**src/rtl/ex_mem_if.sv**
```systemverilog
`default_nettype none
// +----------------------------------------------------------------------------+
// | ex_mem_if : EX/MEM stage boundary bundle (execute inputs, MEM/WB outputs,   |
// |             data-cache request/response).      Revision 1.0                 |
// +----------------------------------------------------------------------------+
interface ex_mem_if #(
  parameter int DW = 32,
  parameter int RW = 5
);
  logic          ihit;
  logic          flush;
  logic [DW-1:0] ex_npc;
  logic [DW-1:0] ex_imemload;
  logic [DW-1:0] ex_aluout;
  logic [DW-1:0] ex_wdat;
  logic [RW-1:0] ex_wsel;
  logic          ex_dREN;
  logic          ex_dWEN;
  logic          ex_RegWr;
  logic          ex_MemtoReg;
  logic          ex_jal;
  logic          ex_halt;
  logic          dhit;
  logic [DW-1:0] dmemload;

  logic [DW-1:0] mem_npc;
  logic [DW-1:0] mem_imemload;
  logic [DW-1:0] mem_aluout;
  logic [RW-1:0] mem_wsel;
  logic          mem_RegWr;
  logic          mem_MemtoReg;
  logic          mem_jal;
  logic          mem_halt;
  logic [DW-1:0] mem_rdata;
  logic          dmemREN;
  logic          dmemWEN;
  logic [DW-1:0] dmemaddr;
  logic [DW-1:0] dmemstore;
  logic          mem_stall;

  modport master (
    output ihit, flush, ex_npc, ex_imemload, ex_aluout, ex_wdat, ex_wsel,
           ex_dREN, ex_dWEN, ex_RegWr, ex_MemtoReg, ex_jal, ex_halt,
           dhit, dmemload,
    input  mem_npc, mem_imemload, mem_aluout, mem_wsel, mem_RegWr,
           mem_MemtoReg, mem_jal, mem_halt, mem_rdata,
           dmemREN, dmemWEN, dmemaddr, dmemstore, mem_stall
  );

  modport slave (
    input  ihit, flush, ex_npc, ex_imemload, ex_aluout, ex_wdat, ex_wsel,
           ex_dREN, ex_dWEN, ex_RegWr, ex_MemtoReg, ex_jal, ex_halt,
           dhit, dmemload,
    output mem_npc, mem_imemload, mem_aluout, mem_wsel, mem_RegWr,
           mem_MemtoReg, mem_jal, mem_halt, mem_rdata,
           dmemREN, dmemWEN, dmemaddr, dmemstore, mem_stall
  );
endinterface
`default_nettype wire

```
**src/rtl/ex_mem.sv**
```systemverilog
`default_nettype none
// +----------------------------------------------------------------------------+
// | ex_mem : EX/MEM pipeline latch with data-cache request FSM and load-data    |
// |          capture.                              Revision 1.0                 |
// +----------------------------------------------------------------------------+
module ex_mem #(
  parameter int DW = 32,
  parameter int RW = 5
) (
  input  logic     CLK,
  input  logic     RST,
  ex_mem_if.slave  bus
);
  localparam logic [1:0] IDLE   = 2'd0;
  localparam logic [1:0] ACCESS = 2'd1;
  localparam logic [1:0] DONE   = 2'd2;

  typedef struct packed {
    logic [DW-1:0] npc;
    logic [DW-1:0] imemload;
    logic [DW-1:0] aluout;
    logic [DW-1:0] wdat;
    logic [RW-1:0] wsel;
    logic          dREN;
    logic          dWEN;
    logic          RegWr;
    logic          MemtoReg;
    logic          jal;
    logic          halt;
  } fields_t;

  fields_t       fld_q, fld_d;
  logic [1:0]    state_q, state_d;
  logic [DW-1:0] rdata_q, rdata_d;
  logic          in_access;
  logic          stall;
  logic          adv;

  always_comb begin
    in_access = (state_q == ACCESS);
    stall     = in_access & ~bus.dhit;
    adv       = bus.ihit & ~stall & ~fld_q.halt;
  end

  // Pipeline fields: a flushed advance inserts an all-zero bubble.
  always_comb begin
    fld_d = fld_q;
    if (adv) begin
      if (bus.flush) begin
        fld_d = '0;
      end else begin
        fld_d.npc      = bus.ex_npc;
        fld_d.imemload = bus.ex_imemload;
        fld_d.aluout   = bus.ex_aluout;
        fld_d.wdat     = bus.ex_wdat;
        fld_d.wsel     = bus.ex_wsel;
        fld_d.dREN     = bus.ex_dREN;
        fld_d.dWEN     = bus.ex_dWEN;
        fld_d.RegWr    = bus.ex_RegWr;
        fld_d.MemtoReg = bus.ex_MemtoReg;
        fld_d.jal      = bus.ex_jal;
        fld_d.halt     = bus.ex_halt;
      end
    end
  end

  always_comb begin
    rdata_d = rdata_q;
    if (in_access && bus.dhit && fld_q.dREN) begin
      rdata_d = bus.dmemload;
    end
  end

  always_ff @(posedge CLK) begin
    if (RST) begin
      fld_q   <= '0;
      rdata_q <= '0;
    end else begin
      fld_q   <= fld_d;
      rdata_q <= rdata_d;
    end
  end

  // FSM state register
  always_ff @(posedge CLK) begin
    if (RST) begin
      state_q <= IDLE;
    end else begin
      state_q <= state_d;
    end
  end

  // FSM next state: a hit with ihit advances straight to the next instruction.
  always_comb begin
    state_d = state_q;
    if (adv) begin
      state_d = (!bus.flush && (bus.ex_dREN || bus.ex_dWEN)) ? ACCESS : IDLE;
    end else if (in_access && bus.dhit) begin
      state_d = DONE;
    end
  end

  // FSM outputs
  always_comb begin
    bus.dmemREN      = in_access & fld_q.dREN;
    bus.dmemWEN      = in_access & fld_q.dWEN;
    bus.dmemaddr     = fld_q.aluout;
    bus.dmemstore    = fld_q.wdat;
    bus.mem_stall    = stall;
    bus.mem_rdata    = in_access ? bus.dmemload : rdata_q;
    bus.mem_npc      = fld_q.npc;
    bus.mem_imemload = fld_q.imemload;
    bus.mem_aluout   = fld_q.aluout;
    bus.mem_wsel     = fld_q.wsel;
    bus.mem_RegWr    = fld_q.RegWr;
    bus.mem_MemtoReg = fld_q.MemtoReg;
    bus.mem_jal      = fld_q.jal;
    bus.mem_halt     = fld_q.halt;
  end
endmodule
`default_nettype wire

```
**src/flat_wrapper.sv**
```systemverilog
// flat-port wrapper written by rule: the top's interface ports become plain ports
module ex_mem_flat 
#(
  parameter int DW = 32,
  parameter int RW = 5
)
  (CLK, RST, bus_ihit, bus_flush, bus_ex_npc, bus_ex_imemload, bus_ex_aluout, bus_ex_wdat, bus_ex_wsel, bus_ex_dREN, bus_ex_dWEN, bus_ex_RegWr, bus_ex_MemtoReg, bus_ex_jal, bus_ex_halt, bus_dhit, bus_dmemload, bus_mem_npc, bus_mem_imemload, bus_mem_aluout, bus_mem_wsel, bus_mem_RegWr, bus_mem_MemtoReg, bus_mem_jal, bus_mem_halt, bus_mem_rdata, bus_dmemREN, bus_dmemWEN, bus_dmemaddr, bus_dmemstore, bus_mem_stall);
  ex_mem_if #(.DW(DW), .RW(RW)) bus_i ();
  input  logic CLK;
  input  logic RST;
  input wire logic [$bits(bus_i.ihit)-1:0] bus_ihit;
  input wire logic [$bits(bus_i.flush)-1:0] bus_flush;
  input wire logic [$bits(bus_i.ex_npc)-1:0] bus_ex_npc;
  input wire logic [$bits(bus_i.ex_imemload)-1:0] bus_ex_imemload;
  input wire logic [$bits(bus_i.ex_aluout)-1:0] bus_ex_aluout;
  input wire logic [$bits(bus_i.ex_wdat)-1:0] bus_ex_wdat;
  input wire logic [$bits(bus_i.ex_wsel)-1:0] bus_ex_wsel;
  input wire logic [$bits(bus_i.ex_dREN)-1:0] bus_ex_dREN;
  input wire logic [$bits(bus_i.ex_dWEN)-1:0] bus_ex_dWEN;
  input wire logic [$bits(bus_i.ex_RegWr)-1:0] bus_ex_RegWr;
  input wire logic [$bits(bus_i.ex_MemtoReg)-1:0] bus_ex_MemtoReg;
  input wire logic [$bits(bus_i.ex_jal)-1:0] bus_ex_jal;
  input wire logic [$bits(bus_i.ex_halt)-1:0] bus_ex_halt;
  input wire logic [$bits(bus_i.dhit)-1:0] bus_dhit;
  input wire logic [$bits(bus_i.dmemload)-1:0] bus_dmemload;
  output wire logic [$bits(bus_i.mem_npc)-1:0] bus_mem_npc;
  output wire logic [$bits(bus_i.mem_imemload)-1:0] bus_mem_imemload;
  output wire logic [$bits(bus_i.mem_aluout)-1:0] bus_mem_aluout;
  output wire logic [$bits(bus_i.mem_wsel)-1:0] bus_mem_wsel;
  output wire logic [$bits(bus_i.mem_RegWr)-1:0] bus_mem_RegWr;
  output wire logic [$bits(bus_i.mem_MemtoReg)-1:0] bus_mem_MemtoReg;
  output wire logic [$bits(bus_i.mem_jal)-1:0] bus_mem_jal;
  output wire logic [$bits(bus_i.mem_halt)-1:0] bus_mem_halt;
  output wire logic [$bits(bus_i.mem_rdata)-1:0] bus_mem_rdata;
  output wire logic [$bits(bus_i.dmemREN)-1:0] bus_dmemREN;
  output wire logic [$bits(bus_i.dmemWEN)-1:0] bus_dmemWEN;
  output wire logic [$bits(bus_i.dmemaddr)-1:0] bus_dmemaddr;
  output wire logic [$bits(bus_i.dmemstore)-1:0] bus_dmemstore;
  output wire logic [$bits(bus_i.mem_stall)-1:0] bus_mem_stall;
  assign bus_i.ihit = bus_ihit;
  assign bus_i.flush = bus_flush;
  assign bus_i.ex_npc = bus_ex_npc;
  assign bus_i.ex_imemload = bus_ex_imemload;
  assign bus_i.ex_aluout = bus_ex_aluout;
  assign bus_i.ex_wdat = bus_ex_wdat;
  assign bus_i.ex_wsel = bus_ex_wsel;
  assign bus_i.ex_dREN = bus_ex_dREN;
  assign bus_i.ex_dWEN = bus_ex_dWEN;
  assign bus_i.ex_RegWr = bus_ex_RegWr;
  assign bus_i.ex_MemtoReg = bus_ex_MemtoReg;
  assign bus_i.ex_jal = bus_ex_jal;
  assign bus_i.ex_halt = bus_ex_halt;
  assign bus_i.dhit = bus_dhit;
  assign bus_i.dmemload = bus_dmemload;
  assign bus_mem_npc = bus_i.mem_npc;
  assign bus_mem_imemload = bus_i.mem_imemload;
  assign bus_mem_aluout = bus_i.mem_aluout;
  assign bus_mem_wsel = bus_i.mem_wsel;
  assign bus_mem_RegWr = bus_i.mem_RegWr;
  assign bus_mem_MemtoReg = bus_i.mem_MemtoReg;
  assign bus_mem_jal = bus_i.mem_jal;
  assign bus_mem_halt = bus_i.mem_halt;
  assign bus_mem_rdata = bus_i.mem_rdata;
  assign bus_dmemREN = bus_i.dmemREN;
  assign bus_dmemWEN = bus_i.dmemWEN;
  assign bus_dmemaddr = bus_i.dmemaddr;
  assign bus_dmemstore = bus_i.dmemstore;
  assign bus_mem_stall = bus_i.mem_stall;
  ex_mem #(.DW(DW), .RW(RW)) u_core (.CLK(CLK), .RST(RST), .bus(bus_i));
endmodule
```
**config.mk**
```make
export PLATFORM = sky130hd
export DESIGN_NAME = ex_mem_flat
export DESIGN_NICKNAME = d
export VERILOG_FILES = /design/src/rtl/ex_mem_if.sv /design/src/rtl/ex_mem.sv /design/src/flat_wrapper.sv
export SDC_FILE = /design/constraint.sdc
export NUM_CORES = 1
export LEC_CHECK = 0
export CORE_UTILIZATION = 40
export CTS_BUF_LIST = sky130_fd_sc_hd__clkbuf_8
export DETAILED_ROUTE_END_ITERATION = 6
export PLACE_DENSITY = 0.77
export REMOVE_ABC_BUFFERS = 1
export SETUP_SLACK_MARGIN = 0.02
export SYNTH_ARGS = -nofsm -noshare
export SYNTH_HDL_FRONTEND = slang
export SYNTH_SLANG_ARGS = --single-unit
```
**constraint.sdc**
```tcl
create_clock -name CLK -period 2.1 [get_ports CLK]
set_clock_uncertainty 0.05 [all_clocks]
set_input_delay 0.42 -clock CLK [delete_from_list [all_inputs] [get_ports CLK]]
set_output_delay 0.42 -clock CLK [all_outputs]
set_load 0.01 [all_outputs]
```
# After elaboration in Yosys (flattened, before gate mapping)

Index checks and enable logic that the tools add are counted.

Logic and storage cells: 33
Input port bits: 176
Flip-flop bits (word level): 173
Output and inout bits: 204

Bitwise gates (word level): 8
Eq/ne operators: 1
Reductions and logical operators: 6
Mux-type cells: 5

Operators by type and width:

| operator           | number |
|---|---|
| $mux 139           | 1 |
| $mux 32            | 1 |
| $and 1x1->1        | 5 |
| $mux 2             | 2 |
| $logic_and 1x1->1  | 3 |
| $not 1->1          | 3 |
| $eq 2x1->1 const B | 1 |
| $reduce_bool 2->1  | 1 |
| $logic_not 1->1    | 1 |
| $logic_or 1x1->1   | 1 |
| $mux 1             | 1 |

# Longest topological paths before layout

Gate-level depths: netlist (run 1).

Word-level depth: 6
Gate-level depth with buffers: 7
Gate-level depth less buffers: 4

# Worst setup path before layout (run 1)

OpenSTA, ideal clock, no wires.

Path type: reg2out
Start: register u_core.state_q[0]
End: output bus_mem_rdata[10]
Path buffers: 2
Arrival time: 1328 ps
Cell stages (with the launch flop): 5
Slack: 302 ps
Required time: 1630 ps
Path through: dfxtp_1 -> nor2b_1 -> clkbuf_1 -> buf_2 -> mux2_2

Word-level cells in the longest chain between the ends: 2

Ends and longest elaborated chain:

| item                   | line               | text |
|---|---|---|
| start, declared        | ex_mem.sv:33       | `logic [1:0] state_q, state_d;` |
| start signal, assigned | ex_mem.sv:89       | `state_q <= state_d;` |
| $eq 2x1->1             | ex_mem.sv:40       | `in_access = (state_q == ACCESS);` |
| $mux 32                | ex_mem.sv:110      | `bus.mem_rdata = in_access ? bus.dmemload : rdata_q;` |
| end, declared          | flat_wrapper.sv:34 | `output wire logic [$bits(bus_i.mem_rdata)-1:0] bus_mem_rdata;` |

No other way between the ends.

# Worst setup path after layout (run 1)

Start: register u_core.state_q[0]
End: output bus_mem_rdata[26]

Same word-level chain as after synthesis.

==> metrics.txt, run 1 <==
vias in the first global route 7687; DRT antenna net count 0; Final Setup Violations 27; outcome complete, but fails checks; GRT overflow 0; GPL Wtd Cong 0.8059; Filler Cell Count 1841; power share of the clock group 32.3%; hold buffer count at cts 0; Worst path max stage delay 0.34 ns; Final Net Count 1344; final worst slack -0.1101 ns; Area Growth Syn to Fin 40.29%; fin crit share 105.2%; #FFs+latches synth 173; die extent in y 149.4 µm; Setup crit end kind output port; Root Buffer clkbuf_8; Seq pwr share 47.8%; final hold vios 0; Clock transition at path regs 0.10 ns; vias 7940; share of post-route cells with drive strength above 1 12.03%; Logic pwr share 19.9%; final wirelength 27410 µm; row count 53; Slew @ Worst Pin 0.5159 ns; Non-Filler Cell Area, Final 12190 µm²; fin util 57.63%; Arr. time, crit path 1.74 ns; critical path's slowest cell dfxtp_2; sw power 0.001965 W; RSZ-0062 raised after global routing true; Clk Latency, worst-skew pair 0.44 ns; hold_ws 0.2903 ns; Slew headroom 65.60%; CTS Buffer Depth 2; critical-path cell list nor2b_4 -> buf_6 -> buf_16 -> mux2_4 -> buf_6; Yosys Warn Count 0; Top FF cell, synth dfxtp_1; VDD IR max 356.1 µV; Worst EP required 1.63 ns; violations in the final reports setup timing; crit-path leading delay family buffers and inverters; Placeable Area 21150 µm²; Final Critical Period 2.210 ns; DR WL/cell 18.84 µm; CTS Buf Count 17; initial antenna violation count 1; Syn Area/Cell 8.646 µm²; die span in x 149.4 µm; Antenna Cells 0; TritonCTS clock tree built; number of synthesized flops with an enable pin 0; f_max 452.5 MHz; Worst Hold Class input pin to flop; most used cell along the critical path buf_6; PortBufs 379; CTS H-tree lvls 4; total power 0.007248 W; Post-Syn Area 8690 µm²; Initial Util 41.08%; clk sinks 173; hpwl dp 16970 µm; sequential element share of the synthesized area 39.86%; crit start category flop; LEAKAGE 4.138 nW; Sw Ratio 27.10%; pin count of the biggest net entering global routing 141; global-route wire length before repair 40640 µm; Pre-antenna DRT Iters 5; DRC errors left 0; Pwr per Cell Area 594.6 nW/µm²; TNS Setup -1.997 ns; Pins Over Slew Limit 0; Max Cap Viol 0; Synth cell types 28; ys async rst share 0%; initial drt markers 416; Pint 0.005284 W; vias per inst 5.457; worst path bufs/invs 3; Setup CP Type flop to output port; full die area 22320 µm²; crit-path max FO 7; Syn Inst Count 1005; Placement Cell Area 11520 µm²; Boundary Pins 380; total track usage 23.08%
[synth_stat cells, types with 2 or more instances]
master      n  area share [%]
a21oi_1   171             9.8
and2_1      2            0.14
buf_1      12            0.52
buf_2      17            0.98
buf_4     165              14
buf_6      10             1.3
clkbuf_1   64             2.8
clkbuf_2    2            0.12
dfxtp_1   173              40
mux2_2     32             4.1
nand2_1    64             2.8
nand4b_1  139              14
nor2b_1     2            0.14
nor3_1      2            0.12
o21ai_0   136             7.8
o21ai_1     2            0.12
[registers in the layout, indices dropped and copies added (netlist names), 2 cells and up]
register and cells:
u_core.bus.mem_imemload 32, u_core.bus.mem_wsel 5, u_core.bus.dmemaddr 32, u_core.fld_q 2, u_core.bus.dmemstore 32, u_core.bus.mem_npc 32
u_core.rdata_q 32, u_core.state_q 2
[worst register-to-register path, stage by stage (launching register included)]
cell and delay (ns):
dfxtp_2 0.34, buf_4 0.12, or3b_4 0.39, clkbuf_8 0.28, clkbuf_16 0.38, nand4b_1 0.15
a21oi_1 0.07
[repair_timing]
| item | 4_1_cts | 5_1_grt |
|---|---|---|
| buffers inserted | 6 | 2 |
| setup endpoints to repair | 43 | 46 |
| gates cloned | 3 | 1 |
| resized for setup | 210 | 9 |
[cell families (layout without fill, tap and decap cells)]
kind of cell | count (synthesis) | count (layout) | synth area share (%)
buf+inv | 273 | 448 | 20.20
compound gates | 311 | 311 | 18.01
flops | 173 | 173 | 39.86
simple gates | 215 | 215 | 17.67
mux | 33 | 33 | 4.262
[layer usage]
metal / track usage [%] / up-vias / routed length, µm
met5: 0 / - / 17
met4: 7.347 / 2 / 578
met3: 7.859 / 38 / 2347
met2: 40.90 / 323 / 13850
met1: 25.70 / 3853 / 10620
li1: - / 3724 / -
[through the flow]
step	std cells	setup WS, ns
6_report	1455	-0.1101
5_1_grt	1455	-0.1944
4_1_cts	1455	-0.1843
3_5_place_dp	1416	-0.3419
3_3_place_gp	1416	-0.3018
2_1_floorplan	734	-3.527
[layout make-up]
class,count,area (µm²),area share (%)
sequential,173,3465,28.42
multi-input combinational,559,3596,29.50
inverter,2,8.758,0.07185
tap,275,344.1,2.823
clock inverter,14,143.9,1.180
timing repair buffer,415,4399,36.09
clock buffer,17,234.0,1.919
[cell usage in the layout, fill, tap and decap left out, types with 6 or more instances in the layout]
master,count
o21ai_0,136
buf_12,16
nand2_1,64
mux2_4,26
clkdlybuf4s50_1,342
a21oi_1,171
buf_6,38
nand4b_1,139
buf_4,12
clkbuf_8,18
dfxtp_1,172
mux2_2,6
[power by group through the flow]
stage               combinational, W  sequential [W]  clock (W)
floorplan                   0.000356         0.00360          0
global placement             0.00136         0.00353          0
detailed placement           0.00137         0.00354          0
CTS                          0.00144         0.00346    0.00242
global route                 0.00153         0.00348    0.00257
finish                       0.00145         0.00346    0.00234
[path summary, 6_finish.rpt]
kind	startpoint	endpoint	slack (ns)	depth (start not counted)
min	RST	u_core.rdata_q[1]	0.29	2
max reg2reg	u_core.state_q[0]	u_core.bus.dmemaddr[30]	0.19	6
min reg2reg	u_core.rdata_q[22]	u_core.rdata_q[22]	0.41	2
max	u_core.state_q[0]	bus_mem_rdata[26]	-0.11	5
Note: power is estimated with default switching activity, not from simulation.
==> run 2, diff against run 1 <==
- CTS_CLUSTER_DIAMETER: unset -> 100
==> results of run 2 <==
The final DEF is identical to that of run 1; final timing and power are the same.
